==> config.mk <==
export PLATFORM = sky130hd
export DESIGN_NAME = pc_sequencer_flat
export DESIGN_NICKNAME = d
export VERILOG_FILES = /design/src/rtl/pc_sequencer_if.sv /design/src/rtl/pc_sequencer.sv /design/src/flat_wrapper.sv
export SDC_FILE = /design/constraint.sdc
export NUM_CORES = 1
export LEC_CHECK = 0
export CAP_MARGIN = 20
export CELL_PAD_IN_SITES_DETAIL_PLACEMENT = 1
export CELL_PAD_IN_SITES_GLOBAL_PLACEMENT = 1
export CORE_MARGIN = 3
export CORE_UTILIZATION = 36
export CTS_CLUSTER_DIAMETER = 30
export DETAILED_ROUTE_END_ITERATION = 10
export MAX_ROUTING_LAYER = met4
export PLACE_DENSITY = 0.93
export REMOVE_ABC_BUFFERS = 1
export SKIP_CTS_REPAIR_TIMING = 1
export SLEW_MARGIN = 30
export SYNTH_ARGS = -nofsm -noshare
export SYNTH_HDL_FRONTEND = slang
export SYNTH_SLANG_ARGS = --single-unit
==> constraint.sdc <==
create_clock -name clk -period 2.4 [get_ports clk]
set_clock_uncertainty 0.1 [all_clocks]
set_input_delay 0.24 -clock clk [delete_from_list [all_inputs] [get_ports clk]]
set_output_delay 0.24 -clock clk [all_outputs]
set_load 0.02 [all_outputs]
==> src/rtl/pc_sequencer_if.sv <==
// Instruction-memory fetch port: request/address out, ready/data back.
interface pc_sequencer_if;
  logic        imem_req;
  logic [31:0] imem_addr;
  logic        imem_ready;
  logic [31:0] imem_rdata;

  modport master (output imem_req, imem_addr, input imem_ready, imem_rdata);
  modport slave  (input imem_req, imem_addr, output imem_ready, imem_rdata);
endinterface

==> src/rtl/pc_sequencer.sv <==
// Fetch-stage controller: owns the PC, sequences imem fetches, buffers one
// word across decode stalls and flags illegal fetch addresses.
//
// state | meaning
// BOOT  | one idle cycle after clr, no fetch issued
// FETCH | request imem at pc_now (or trap an illegal pc_now)
// HOLD  | one fetched word parked in buf while decode is stalled
// FAULT | illegal fetch delivered with if_adel, waiting for a redirect
module pc_sequencer #(
  parameter logic [31:0] RESET_PC   = 32'h0000_3000,
  parameter logic [31:0] EXC_VECTOR = 32'h0000_4180,
  parameter logic [31:0] IMEM_BASE  = 32'h0000_3000,
  parameter logic [31:0] IMEM_LAST  = 32'h0000_6FFC
) (
  input  logic                  clk,
  input  logic                  clr,
  input  logic                  stall,
  input  logic                  br_taken,
  input  logic [31:0]           br_target,
  input  logic                  exc_req,
  input  logic [31:0]           exc_pc,
  input  logic                  eret,
  pc_sequencer_if.master        imem,
  output logic [31:0]           pc_now,
  output logic                  if_valid,
  output logic [31:0]           if_inst,
  output logic [31:0]           if_pc,
  output logic                  if_adel,
  output logic [31:0]           epc
);

  typedef enum logic [1:0] {BOOT, FETCH, HOLD, FAULT} state_t;

  state_t      state_q, state_d;
  logic [31:0] pc_q, pc_d;
  logic [31:0] epc_q, epc_d;
  logic [31:0] inst_q, inst_d;
  logic [31:0] ifpc_q, ifpc_d;
  logic [31:0] buf_q, buf_d;
  logic [31:0] bufpc_q, bufpc_d;
  logic        valid_q, valid_d;
  logic        adel_q, adel_d;
  logic        pc_legal;
  logic [31:0] pc_inc;

  assign pc_legal = (pc_q[1:0] == 2'b00) && (pc_q >= IMEM_BASE) && (pc_q <= IMEM_LAST);
  assign pc_inc   = pc_q + 32'd4;

  // State and pipeline registers; clr wins over everything.
  always_ff @(posedge clk) begin
    if (clr) begin
      state_q <= BOOT;
      pc_q    <= RESET_PC;
      epc_q   <= '0;
      inst_q  <= '0;
      ifpc_q  <= '0;
      buf_q   <= '0;
      bufpc_q <= '0;
      valid_q <= 1'b0;
      adel_q  <= 1'b0;
    end else begin
      state_q <= state_d;
      pc_q    <= pc_d;
      epc_q   <= epc_d;
      inst_q  <= inst_d;
      ifpc_q  <= ifpc_d;
      buf_q   <= buf_d;
      bufpc_q <= bufpc_d;
      valid_q <= valid_d;
      adel_q  <= adel_d;
    end
  end

  // Next-state: redirects first (exc > eret > branch), then per-state fetch flow.
  always_comb begin
    state_d = state_q;
    pc_d    = pc_q;
    epc_d   = epc_q;
    inst_d  = inst_q;
    ifpc_d  = ifpc_q;
    buf_d   = buf_q;
    bufpc_d = bufpc_q;
    valid_d = valid_q;
    adel_d  = adel_q;

    if (state_q == BOOT) begin
      state_d = FETCH;
    end else if (exc_req) begin
      epc_d   = exc_pc;
      pc_d    = EXC_VECTOR;
      valid_d = 1'b0;
      state_d = FETCH;
    end else if (eret) begin
      pc_d    = epc_q;
      valid_d = 1'b0;
      state_d = FETCH;
    end else if (br_taken && !stall) begin
      pc_d    = br_target;
      valid_d = 1'b0;
      state_d = FETCH;
    end else begin
      case (state_q)
        FETCH: begin
          if (!pc_legal) begin
            inst_d  = '0;
            ifpc_d  = pc_q;
            adel_d  = 1'b1;
            valid_d = 1'b1;
            state_d = FAULT;
          end else if (imem.imem_ready) begin
            pc_d = pc_inc;
            if (stall) begin
              buf_d   = imem.imem_rdata;
              bufpc_d = pc_q;
              state_d = HOLD;
            end else begin
              inst_d  = imem.imem_rdata;
              ifpc_d  = pc_q;
              adel_d  = 1'b0;
              valid_d = 1'b1;
            end
          end else if (!stall) begin
            valid_d = 1'b0;
          end
        end
        HOLD: begin
          if (!stall) begin
            inst_d  = buf_q;
            ifpc_d  = bufpc_q;
            adel_d  = 1'b0;
            valid_d = 1'b1;
            state_d = FETCH;
          end
        end
        default: ;
      endcase
    end
  end

  // Request depends only on registered state, never on imem_rdata.
  always_comb begin
    imem.imem_req  = (state_q == FETCH) && pc_legal;
    imem.imem_addr = pc_q;
  end

  assign pc_now   = pc_q;
  assign if_valid = valid_q;
  assign if_inst  = inst_q;
  assign if_pc    = ifpc_q;
  assign if_adel  = adel_q;
  assign epc      = epc_q;

endmodule

==> src/flat_wrapper.sv <==
// flat-port wrapper written by rule: the top's interface ports become plain ports
module pc_sequencer_flat 
#(
  parameter logic [31:0] RESET_PC   = 32'h0000_3000,
  parameter logic [31:0] EXC_VECTOR = 32'h0000_4180,
  parameter logic [31:0] IMEM_BASE  = 32'h0000_3000,
  parameter logic [31:0] IMEM_LAST  = 32'h0000_6FFC
)
  (clk, clr, stall, br_taken, br_target, exc_req, exc_pc, eret, pc_now, if_valid, if_inst, if_pc, if_adel, epc, imem_imem_req, imem_imem_addr, imem_imem_ready, imem_imem_rdata);
  pc_sequencer_if imem_i ();
  input  logic clk;
  input  logic clr;
  input  logic stall;
  input  logic br_taken;
  input  logic [31:0] br_target;
  input  logic exc_req;
  input  logic [31:0] exc_pc;
  input  logic eret;
  output logic [31:0] pc_now;
  output logic if_valid;
  output logic [31:0] if_inst;
  output logic [31:0] if_pc;
  output logic if_adel;
  output logic [31:0] epc;
  output wire logic [$bits(imem_i.imem_req)-1:0] imem_imem_req;
  output wire logic [$bits(imem_i.imem_addr)-1:0] imem_imem_addr;
  input wire logic [$bits(imem_i.imem_ready)-1:0] imem_imem_ready;
  input wire logic [$bits(imem_i.imem_rdata)-1:0] imem_imem_rdata;
  assign imem_imem_req = imem_i.imem_req;
  assign imem_imem_addr = imem_i.imem_addr;
  assign imem_i.imem_ready = imem_imem_ready;
  assign imem_i.imem_rdata = imem_imem_rdata;
  pc_sequencer #(.RESET_PC(RESET_PC), .EXC_VECTOR(EXC_VECTOR), .IMEM_BASE(IMEM_BASE), .IMEM_LAST(IMEM_LAST)) u_core (.clk(clk), .clr(clr), .stall(stall), .br_taken(br_taken), .br_target(br_target), .exc_req(exc_req), .exc_pc(exc_pc), .eret(eret), .imem(imem_i), .pc_now(pc_now), .if_valid(if_valid), .if_inst(if_inst), .if_pc(if_pc), .if_adel(if_adel), .epc(epc));
endmodule
# Word level (Yosys, flattened, before mapping)
# Cells that the tools add are included.
# totals
reg_bits	196
in_bits	103
elab_cells	86
# classes
n_addsub	1
n_lt_le_gt_ge	2
eq_ne	10
n_mux	37
bitwise_logic	4
n_reduce_logical	22
# ops
cell	n
$mux 32	14
$pmux 32 s2	2
$add 32x3->32 const B	1
$ge 32x14->1 const B	1
$le 32x15->1 const B	1
$ne 7x7->1 const B	3
$reduce_and 8->1	2
$mux 1	14
$reduce_and 4->1	3
$reduce_bool 4->1	3
$ne 3x3->1 const B	3
$mux 2	4
$ne 6x4->1 const B	1
$reduce_and 6->1	1
$reduce_bool 6->1	1
$reduce_bool 5->1	1
$reduce_or 5->1	1
$logic_and 1x1->1	4
$logic_not 2->1	2
$not 1->1	4
$pmux 1 s2	2
$pmux 2 s2	1
$reduce_and 3->1	1
$eq 2x1->1 const B	1
5 further kinds	5

# Longest topological paths before layout
# Gate-level depths: netlist of the first run.
# depth
depth_word	9
ltp_mapped	9
depth_no_buf	6

# Least setup slack after synthesis of the first run
# No wires, ideal clock.
# synth_path
path_kind	reg2reg
from	register u_core.pc_q[3], in the netlist u_core.imem.imem_addr[3]
to	register u_core.pc_q[21], in the netlist u_core.imem.imem_addr[21]
t_arrival_ns	2.106
required_ns	2.239
slack_ns	0.132
stages_incl_launch_ff	7
n_path_buf	0
synth_period_minus_slack_ns	2.268
path_cell_list	dfxtp_1 -> ha_1 -> nand3_1 -> nor4_2 -> nand3_1 -> o21ai_0 -> a32o_1
# synth_via
elab_chain_cells	7
elab_cells_between_ends	13
# synth_lines
element	line_no	source
start, declared	pc_sequencer.sv:35	logic [31:0] pc_q, pc_d;
start signal, assigned	pc_sequencer.sv:63	pc_q <= pc_d;
$add 32x3->32	pc_sequencer.sv:47	assign pc_inc = pc_q + 32'd4;
$mux 32	pc_sequencer.sv:110	end else if (imem.imem_ready) begin
$mux 32	pc_sequencer.sv:104	if (!pc_legal) begin
$mux 32	pc_sequencer.sv:102	case (state_q)
$mux 32	pc_sequencer.sv:97	end else if (br_taken && !stall) begin
$mux 32	pc_sequencer.sv:93	end else if (eret) begin
$mux 32	pc_sequencer.sv:88	end else if (exc_req) begin
# Several ways; a longest one is shown, not always the timed one. The select of a mux whose other input is x is not followed.
# A chain may end at the register's enable or synchronous reset.

# Worst setup path after layout of the first run
# layout_path
from	register u_core.pc_q[19], in the netlist u_core.imem.imem_addr[19]
to	register u_core.inst_q[13], in the netlist u_core.if_inst[13]
# layout_via
elab_chain_cells	5
elab_cells_between_ends	9
# layout_lines
element	line_no	source
$ge 32x14->1	pc_sequencer.sv:46	assign pc_legal = (pc_q[1:0] == 2'b00) && (pc_q >= IMEM_BASE) && (pc_q <= IMEM_LAST);
$logic_and 1x1->1	pc_sequencer.sv:46	
$logic_and 1x1->1 (*)	pc_sequencer.sv:46	
$ne 3x3->1 (no line) / $mux 32 (equally long branches)	--	
$reduce_and 8->1 (no line) / $pmux 32 s2 (equally long branches)	--	
end signal, assigned	pc_sequencer.sv:65	inst_q <= inst_d;
end, declared	pc_sequencer.sv:37	logic [31:0] inst_q, inst_d;
# Mark *: on every way between the ends. The rest lies on a longest branch, timed or not.

==> results of run 1 <==
## kinds of logic (layout without fill, tap and decap cells)
| group | after synthesis | after routing |
|---|---|---|
| compound gates | 357 | 357 |
| xor+xnor | 6 | 6 |
| mux | 34 | 34 |
| fa+ha+maj | 5 | 5 |
| buf+inv | 214 | 456 |
| other cells | 0 | 1 |
| flops | 196 | 196 |
| simple gates | 334 | 334 |
## stage by stage
stage / setup slack [ps] / setup TNS [ps] / total power [uW]
finish: 77.1 / 0 / 8050
global route: -37.6 / -277 / 8400
CTS: -85.9 / -3060 / 8100
detailed placement: -75.2 / -2520 / 5170
global placement: -4.86 / -77.4 / 5110
floorplan: -2780 / -208830 / 4240
## worst max-delay path: cells and delay by family, from the launching register on
kind                   cells  cell delay, ps
AO/OA/AOI/OAI              4             970
buffers and inverters      2             390
flip-flops                 1             350
AND/OR/NAND/NOR            1             380
## final timing paths
check        depth (start not counted)  slack, ps                         endpoint                              startpoint
max reg2reg                          7         80  u_core.if_inst[13]$_SDFFE_PP0P_  u_core.imem.imem_addr[19]$_SDFFE_PP0P_
min                                  2        130   u_core.bufpc_q[4]$_SDFFE_PP0P_                                     clr
min reg2reg                          2        360    u_core.buf_q[12]$_SDFFE_PP0P_           u_core.buf_q[12]$_SDFFE_PP0P_
max                                  7         80  u_core.if_inst[13]$_SDFFE_PP0P_  u_core.imem.imem_addr[19]$_SDFFE_PP0P_
## report_power, final
part           total [uW]  internal (uW)  switching [uW]
clock network        2930           1630            1300
registers            3450           3360            89.7
logic                1670            777             893
total                8050           5770            2280
## state kept, by name, indices dropped and copies added, names as in the netlist
signal,flops
u_core.imem.imem_addr,32
u_core.buf_q,32
u_core.bufpc_q,32
u_core.state_q,2
u_core.if_adel,1
u_core.if_inst,32
u_core.if_valid,1
u_core.if_pc,32
u_core.epc,32
## synth_stat cells, types with 3 or more instances
library cell	instances
nor4_4	4
a221oi_1	7
xnor2_1	3
and3_1	21
dfxtp_1	196
o31ai_1	7
a21oi_1	107
or3_1	9
o211a_1	64
nand3_1	14
nor2_1	28
o21a_1	3
a22o_1	3
o31a_1	3
o21ai_0	19
nor3b_1	5
buf_2	34
clkbuf_1	53
or2_2	3
buf_4	32
nor3_1	12
xor2_1	3
nor4_2	3
mux2i_1	33
o41ai_1	3
a211oi_1	70
ha_1	5
nand2b_1	9
a22oi_1	33
inv_1	80
a32o_1	9
nand4b_1	4
nor2b_1	5
buf_1	11
buf_6	3
nand2_1	192
nand4_1	7
## area by class of cell
cell class / count / area [um^2] / share of cell area
inverter: 80 / 300 / 0.0222
tap: 335 / 419 / 0.0309
antenna: 1 / 2.50 / 0.000185
timing repair buffer: 345 / 3480 / 0.257
clock inverter: 10 / 121 / 0.00896
clock buffer: 21 / 470 / 0.0347
sequential: 196 / 3920 / 0.290
multi-input combinational: 736 / 4820 / 0.356
## routing by layer
layer / track usage / wire (um)
met3: 0.0361 / 1630
met5: - / 0
met4: 0.0910 / 1060
met2: 0.406 / 16800
met1: 0.305 / 15500
==> impl_metrics.yaml, run 1 <==
setup_path:
  slowest_delay_ps: 410
  cp_slowest_cell: "o311ai_4"
  worstPathMaxFanout: 44
  crit_required_ps: 2630
  crit_top_cell: "buf_12"
  critPathLaunchType: "flop"
  crit_type: "flop to flop"
  worstPathCellList: "nor4_4 > o211ai_4 > buf_12 > o311ai_4 > o21ai_4 > buf_12 > a211oi_1"
  worstPathArrival_ps: 2550
  critPathCaptureType: "flop"
clocking:
  ctsLongestPathBuffers: 2
  clk_pin_slew_ps: 70
  cts.sinks: 196
  cts-htree-levels: 4
  cts_tree: "built"
  cts_buffers: 17
  clock_latency_ps: 430
  root_buffer: "clkbuf_16"
global_routing:
  antenna_found_initial: 1
  grt_max_degree: 114
  first_global_vias: 10197
  overflow: 0
  grt_use_total: 0.245
  grt_pass1_wl_mm: 55.3
sta:
  slew_headroom: 0.600
  setup_violations: 0
  tightest_slew_ps: 599
  finalCritPeriodShare: 0.968
  fmax_ghz: 0.430
  period_minus_slack_ps: 2320
  hold_viol_final: 0
  timing.hold.ws_ps: 129
  slew_violations: 0
yosys:
  syn_avg_cell_area_um2: 8.40
  synth_edf_count: 0
  synth_top_family_by_area: "compound AO/OA/AOI/OAI gates"
  ys_ff_latch: 196
  yosysTopAreaCell: "dfxtp_1"
  synth_simple_gate_area_frac: 0.170
  synth.top_cell.area_share: 0.407
  synth_xor_area_frac: 0.00546
  ys_seq_area_frac: 0.407
  syn_area_um2: 9630
  synth_ff_type: "dfxtp_1"
  synth_area_leaders: "dfxtp_1 (41%), nand2_1 (7.5%), o211a_1 (6.7%)"
  syn_inst: 1146
  synth-async-reset-ratio: 0
  synth_mux_area_frac: 0.0355
  ys_warn_count: 0
  synth_compound_area_frac: 0.273
  yosysUniqueCellTypes: 75
  synthAdderAreaFrac: 0.00650
placement:
  place.gp.congestion: 0.930
  postPlaceCellArea_um2: 12900
  dp_hpwl_mm: 24.3
  port_buffers: 265
  placed_cells: 1691
finish:
  n_fill_cell: 2971
  layout_common_cells: "clkdlybuf4s50_1 (262), dfxtp_1 (196), nand2_1 (191)"
  post_layout_nonfiller_instances: 1724
  fin_util: 0.517
  final_common_cell: "clkdlybuf4s50_1"
  finalInstanceArea_um2: 13500
  drive_above_1_share: 0.106
  final_nets: 1484
  areaGrowthSynthToFinish_pct: 40.6
die:
  die_w_um: 170
  ios: 266
  initial_utilization: 0.368
  core_um2: 26200
  die_h_um: 170
  die-area_um2: 28800
  rows: 59
routing:
  first_iter_violations: 816
  avgViaCountPerCell: 5.58
  wire_per_inst_um: 20.3
  vias: 9615
  wirelength_mm: 35.0
  ant_nets: 0
  drtPass1Iterations: 5
  drcViolationCount: 0
power_and_ir_drop:
  powerDensity_nw_per_um2: 595
  peakVddDrop_uv: 484
  leakagePower_uw: 0.00465
job:
  cap_violations: 0
min_path:
  hold_path_class: "primary input to flop"
status:
  status: "finished clean"
(Power assumes the default switching activity.)
==> run 2, diff against run 1 <==
==> constraint.sdc (replaced) <==
create_clock -name clk -period 2.6 [get_ports clk]
set_clock_uncertainty 0.1 [all_clocks]
set_input_delay 0.26 -clock clk [delete_from_list [all_inputs] [get_ports clk]]
set_output_delay 0.26 -clock clk [all_outputs]
set_load 0.02 [all_outputs]
==> run 2 against run 1 <==
  * Core utilization decreased by 0.88 points
  * Final cell count decreased by 0.64%
  * Global-route usage decreased by 0.31 points
  * Worst hold slack got worse by 22 ps
  * Critical path depth unchanged
  * Sequential share of layout area increased by 0.50 points
  * Clock power decreased by 7.2%
  * Fmax decreased by 6.8%
  * Register-to-register slack improved by 30 ps
  * Largest cell class unchanged
==> impl_metrics.yaml, run 2 (synthesized netlist as in run 1, its figures left out) <==
setup_path:
  critPathCaptureType: "flop"
  worstPathMaxFanout: 9
  crit_type: "flop to flop"
  slowest_delay_ps: 420
  worstRegToRegCells: 7
  worstPathArrival_ps: 2760
  worstPathCellList: "nor4_2 > nand2_1 > buf_4 > o31a_1 > buf_4 > nor2_2 > a32o_1"
  crit_top_cell: "buf_4"
  critPathLaunchType: "flop"
  cp_slowest_cell: "nor2_2"
  crit_required_ps: 2870
job:
  cap_violations: 0
routing:
  avgViaCountPerCell: 5.64
  wirelength_mm: 34.9
  wire_per_inst_um: 20.4
  ant_nets: 0
  vias: 9666
  drcViolationCount: 0
  first_iter_violations: 729
  drtPass1Iterations: 7
sta:
  fmax_ghz: 0.401
  slew_violations: 0
  period_minus_slack_ps: 2490
  tightest_slew_ps: 538
  hold_viol_final: 0
  setup_ws_ps: 107
  rsz0062_at_grt: "false"
  setup_violations: 0
  fin_tns_setup_ps: 0
  slew_headroom: 0.638
  finalCritPeriodShare: 0.959
min_path:
  hold_path_class: "primary input to flop"
  whs_path_depth: 2
global_routing:
  first_global_vias: 10224
  antenna_found_initial: 0
  overflow: 0
  grt_max_degree: 115
  grt_use_total: 0.242
  grt_pass1_wl_mm: 54.8
placement:
  dp_slack_ps: 77.1
  dp_hpwl_mm: 24.7
  place.gp.congestion: 0.922
  placed_cells: 1681
  port_buffers: 265
clocking:
  cts_buffers: 17
  cts-htree-levels: 4
  root_buffer: "clkbuf_16"
  clock_latency_ps: 440
  cts_tree: "built"
  cts.sinks: 196
  clk_pin_slew_ps: 80
  ctsLongestPathBuffers: 2
finish:
  n_fill_cell: 3003
  final_common_cell: "clkdlybuf4s50_1"
  drive_above_1_share: 0.0936
  diodes: 0
  final_nets: 1473
  post_layout_nonfiller_instances: 1713
  layout_common_cells: "clkdlybuf4s50_1 (262), dfxtp_1 (196), nand2_1 (191)"
  areaGrowthSynthToFinish_pct: 38.2
die:
  initial_utilization: 0.368
  ios: 266
  die-area_um2: 28800
  die_w_um: 170
  die_h_um: 170
  core_um2: 26200
  rows: 59
power_and_ir_drop:
  peakVddDrop_uv: 343
  leakagePower_uw: 0.00456
  powerDensity_nw_per_um2: 556
  p_total_uw: 7400
status:
  status: "finished clean"
==> run 2: cell count changes in the layout (fill, tap and decap cells not counted), sizes merged <==
cell	change
buf	-12
clkbuf	-4
clkinv	+3
clkinvlp	+1
diode	-1
dlymetal6s2s	+1
inv	+1
==> run 2: cell type report <==
class                   instances  area [um^2]  area share
clock inverters                15          171      0.0129
flip-flops and latches        196         3920       0.295
multi-input cells             736         4770       0.358
well taps                     335          419      0.0315
repair buffers                334         3310       0.248
clock buffers                  17          425      0.0320
inverters                      80          300      0.0226
==> run 2: critical path, delay by kind of cell, from the launching register on <==
family / cells / cell delay (ps)
simple gates: 3 / 1020
compound gates: 2 / 570
buf+inv: 2 / 390
flops: 1 / 340
==> run 2: worst paths after layout <==
check / start / to / slack (ps)
hold reg to reg: u_core.buf_q[8]$_SDFFE_PP0P_ / u_core.buf_q[8]$_SDFFE_PP0P_ / 360
hold / removal: clr / u_core.epc[21]$_SDFFE_PP0P_ / 110
setup / recovery: u_core.imem.imem_addr[0]$_SDFFE_PP0P_ / u_core.imem.imem_addr[24]$_SDFFE_PP0P_ / 110
setup reg to reg: u_core.imem.imem_addr[0]$_SDFFE_PP0P_ / u_core.imem.imem_addr[24]$_SDFFE_PP0P_ / 110
==> run 2: per-stage QoR <==
| step | util | hold slack, ps | cell area (um^2) |
|---|---|---|---|
| after floorplan | - | 229 | 8940 |
| after global placement | 0.485 | 338 | 12700 |
| after detailed placement | 0.485 | 349 | 12700 |
| after CTS | 0.508 | 106 | 13300 |
| after global routing | 0.508 | 110 | 13300 |
| final | 0.508 | 108 | 13300 |
==> run 2: layer usage <==
layer  up-vias  track usage  wire, um
li1       4472            -         -
met1      4730        0.302     15200
met2       392        0.401     17100
met3        72       0.0354      1770
met4         0       0.0868       912
met5         -            -         0
==> run 2: power by group <==
part / leakage, uW / switching, uW / total, uW / internal (uW)
logic: 0.00268 / 816 / 1490 / 677
registers: 0.00159 / 78.1 / 3180 / 3100
clock network: 0.000289 / 1280 / 2720 / 1450
==> run 3, diff against run 2 <==
--- a/config.mk
+++ b/config.mk
@@ -5,12 +5,13 @@
 export SDC_FILE = /design/constraint.sdc
 export NUM_CORES = 1
 export LEC_CHECK = 0
+export ABC_AREA = 1
 export CAP_MARGIN = 20
 export CELL_PAD_IN_SITES_DETAIL_PLACEMENT = 1
 export CELL_PAD_IN_SITES_GLOBAL_PLACEMENT = 1
 export CORE_MARGIN = 3
-export CORE_UTILIZATION = 36
-export CTS_CLUSTER_DIAMETER = 30
+export CORE_UTILIZATION = 34
+export CTS_BUF_LIST = sky130_fd_sc_hd__clkbuf_16
 export DETAILED_ROUTE_END_ITERATION = 10
 export MAX_ROUTING_LAYER = met4
 export PLACE_DENSITY = 0.93
==> run 3 against run 2 <==
  * Worst hold slack better by 190 ps
  * Clock power hardly changed
  * Synthesized cell count is 41% higher
  * Critical path depth is 4 higher
  * Synthesized area is 5.3% higher
  * Final cell count is 30% higher
  * Fmax is 5.3% higher
  * Design area is 3.0% higher
  * Clock-buffer cell count stayed put
  * Sequential share of layout area is 0.84 points lower
  * Setup slack better by 120 ps
  * Critical path type unchanged
  * Critical endpoint is now u_core.imem.imem_addr[31]$_SDFFE_PP0P_
==> impl_metrics.yaml, run 3 <==
status:
  status: "finished clean"
finish:
  diodes: 0
  areaGrowthSynthToFinish_pct: 35.1
  final_common_cell: "nand2_1"
  final_nets: 1944
  layout_common_cells: "nand2_1 (389), nor2_1 (328), clkdlybuf4s50_1 (264)"
  finalInstanceArea_um2: 13700
  drive_above_1_share: 0.0562
yosys:
  ys_seq_area_frac: 0.387
  synth_common_cells: "nand2_1 (389), nor2_1 (330), dfxtp_1 (196)"
  synth_edf_count: 0
  ys_warn_count: 0
  yosysTopAreaCell: "dfxtp_1"
  synth_ff_type: "dfxtp_1"
  ys_ff_latch: 196
  synth.top_cell.area_share: 0.387
  syn_inst: 1621
  syn_area_um2: 10100
  synth-async-reset-ratio: 0
  yosysMostFrequentCell: "nand2_1"
  synth_area_leaders: "dfxtp_1 (39%), nand2_1 (14%), nor2_1 (12%)"
  syn_avg_cell_area_um2: 6.26
  yosysUniqueCellTypes: 32
setup_path:
  cp_top_family: "simple AND/OR/NAND/NOR gates"
  cp_slowest_cell: "dfxtp_1"
  slowest_delay_ps: 540
  reg2reg_slack_ps: 230
  cp.depth: 11
  critPathLaunchType: "flop"
  crit_required_ps: 2880
  critPathBufInv: 2
  worstPathArrival_ps: 2650
  crit_top_cell: "nand2_1"
  worstPathCellList: "buf_4 > inv_1 > nor2_1 > nand2_1 > nor2_1 > nand2_1 > nand2_1 > nand3_1 > nand2_1 > nand3_1 > a21oi_1"
  critPathCaptureType: "flop"
  crit_type: "flop to flop"
  worstRegToRegCells: 11
  worstPathMaxFanout: 6
clocking:
  cts_buffers: 17
  cts-htree-levels: 4
  root_buffer: "clkbuf_16"
  clk_pin_slew_ps: 80
  clock_latency_ps: 440
  cts_tree: "built"
  cts.sinks: 196
  ctsLongestPathBuffers: 2
sta:
  fmax_ghz: 0.422
  slew_violations: 0
  setup_violations: 0
  slew_headroom: 0.617
  period_minus_slack_ps: 2370
  finalCritPeriodShare: 0.911
  tightest_slew_ps: 573
  hold_viol_final: 0
  setup_ws_ps: 232
  rsz0062_at_grt: "false"
placement:
  dp_hpwl_mm: 27.9
  place.gp.congestion: 0.901
  port_buffers: 265
  postPlaceCellArea_um2: 13100
  dp_slack_ps: 20.8
global_routing:
  overflow: 0
  grt_max_degree: 82
  antenna_found_initial: 0
  grt_pass1_wl_mm: 60.6
  first_global_vias: 11608
  grt_use_total: 0.245
min_path:
  whs_path_depth: 3
  hold_path_class: "primary input to flop"
job:
  cap_violations: 0
routing:
  ant_nets: 0
  wirelength_mm: 38.2
  first_iter_violations: 658
  drtPass1Iterations: 5
  drcViolationCount: 0
  avgViaCountPerCell: 5.03
  wire_per_inst_um: 17.1
  vias: 11222
power_and_ir_drop:
  powerDensity_nw_per_um2: 543
  leakagePower_uw: 0.00587
  peakVddDrop_uv: 455
die:
  die_h_um: 179
  initial_utilization: 0.349
  die-area_um2: 31900
  die_w_um: 179
  rows: 62
  ios: 266
  core_um2: 29100
## run 3: cell types whose count changed in the layout (fill, tap and decap cells not counted), sizes merged, moves of 64 or more
cell,previous run,this run
a211oi,70,3
inv,84,180
nand2,192,394
nand3,15,123
nor2,30,334
o211a,64,0
o21ai,21,170
## run 3: worst paths after layout
| check | end | startpoint |
|---|---|---|
| worst max register to register | u_core.imem.imem_addr[31]$_SDFFE_PP0P_ | u_core.imem.imem_addr[2]$_SDFFE_PP0P_ |
| worst min register to register | u_core.bufpc_q[25]$_SDFFE_PP0P_ | u_core.bufpc_q[25]$_SDFFE_PP0P_ |
| worst max-delay path | u_core.imem.imem_addr[31]$_SDFFE_PP0P_ | u_core.imem.imem_addr[2]$_SDFFE_PP0P_ |
| worst min-delay path | u_core.epc[4]$_SDFFE_PP0P_ | exc_pc[4] |
## run 3: metal layers
layer	global-route usage	vias to the layer above	wire, um
met2	0.426	333	18800
met3	0.0375	51	1930
met4	0.0711	0	814
met5	-	-	0
met1	0.292	5392	16600
li1	-	5446	-
## run 3: power by group
group / total, uW / internal [uW] / switching, uW / leakage, uW
sequential: 3220 / 3120 / 108 / 0.00159
clock: 2710 / 1370 / 1330 / 0.000293
combinational: 1510 / 639 / 873 / 0.00399
total: 7450 / 5130 / 2320 / 0.00587
## run 3: worst register-to-register path, delay by kind of cell (launching register included)
family | cells | cell delay, ps
DFF | 1 | 540
and+or+nand+nor | 8 | 1240
buffers and inverters | 2 | 280
AOI/OAI and AO/OA | 1 | 150
## run 3: per-stage QoR
step	hold slack (ps)	TNS, ps	power (uW)	util	std cells
finish	299	0	7450	0.471	2233
global route	309	0	7760	0.471	2233
CTS	286	-208	7500	0.471	2233
detailed placement	350	0	4800	0.450	2201
global placement	343	0	4750	0.450	2201
floorplan	229	-166440	3970	-	1499
## run 3: layout make-up
cell class              count  area (um^2)
flip-flops and latches    196         3930
clock inverters            15          169
clock buffers              17          425
multi-input cells        1126         4890
repair buffers            318         3150
fillers                  3780        15400
well taps                 384          480
inverters                 177          667
## run 3: kinds of logic (layout without fill, tap and decap cells)
| group | count (synthesis) | in the layout | share of synthesized area |
|---|---|---|---|
| AOI/OAI and AO/OA | 257 | 257 | 0.130 |
| xor gates and xnor gates | 3 | 3 | 0.00259 |
| adders and majority gates | 5 | 5 | 0.00617 |
| buffers and inverters | 299 | 527 | 0.134 |
| DFF | 196 | 196 | 0.387 |
| and+or+nand+nor | 861 | 861 | 0.341 |
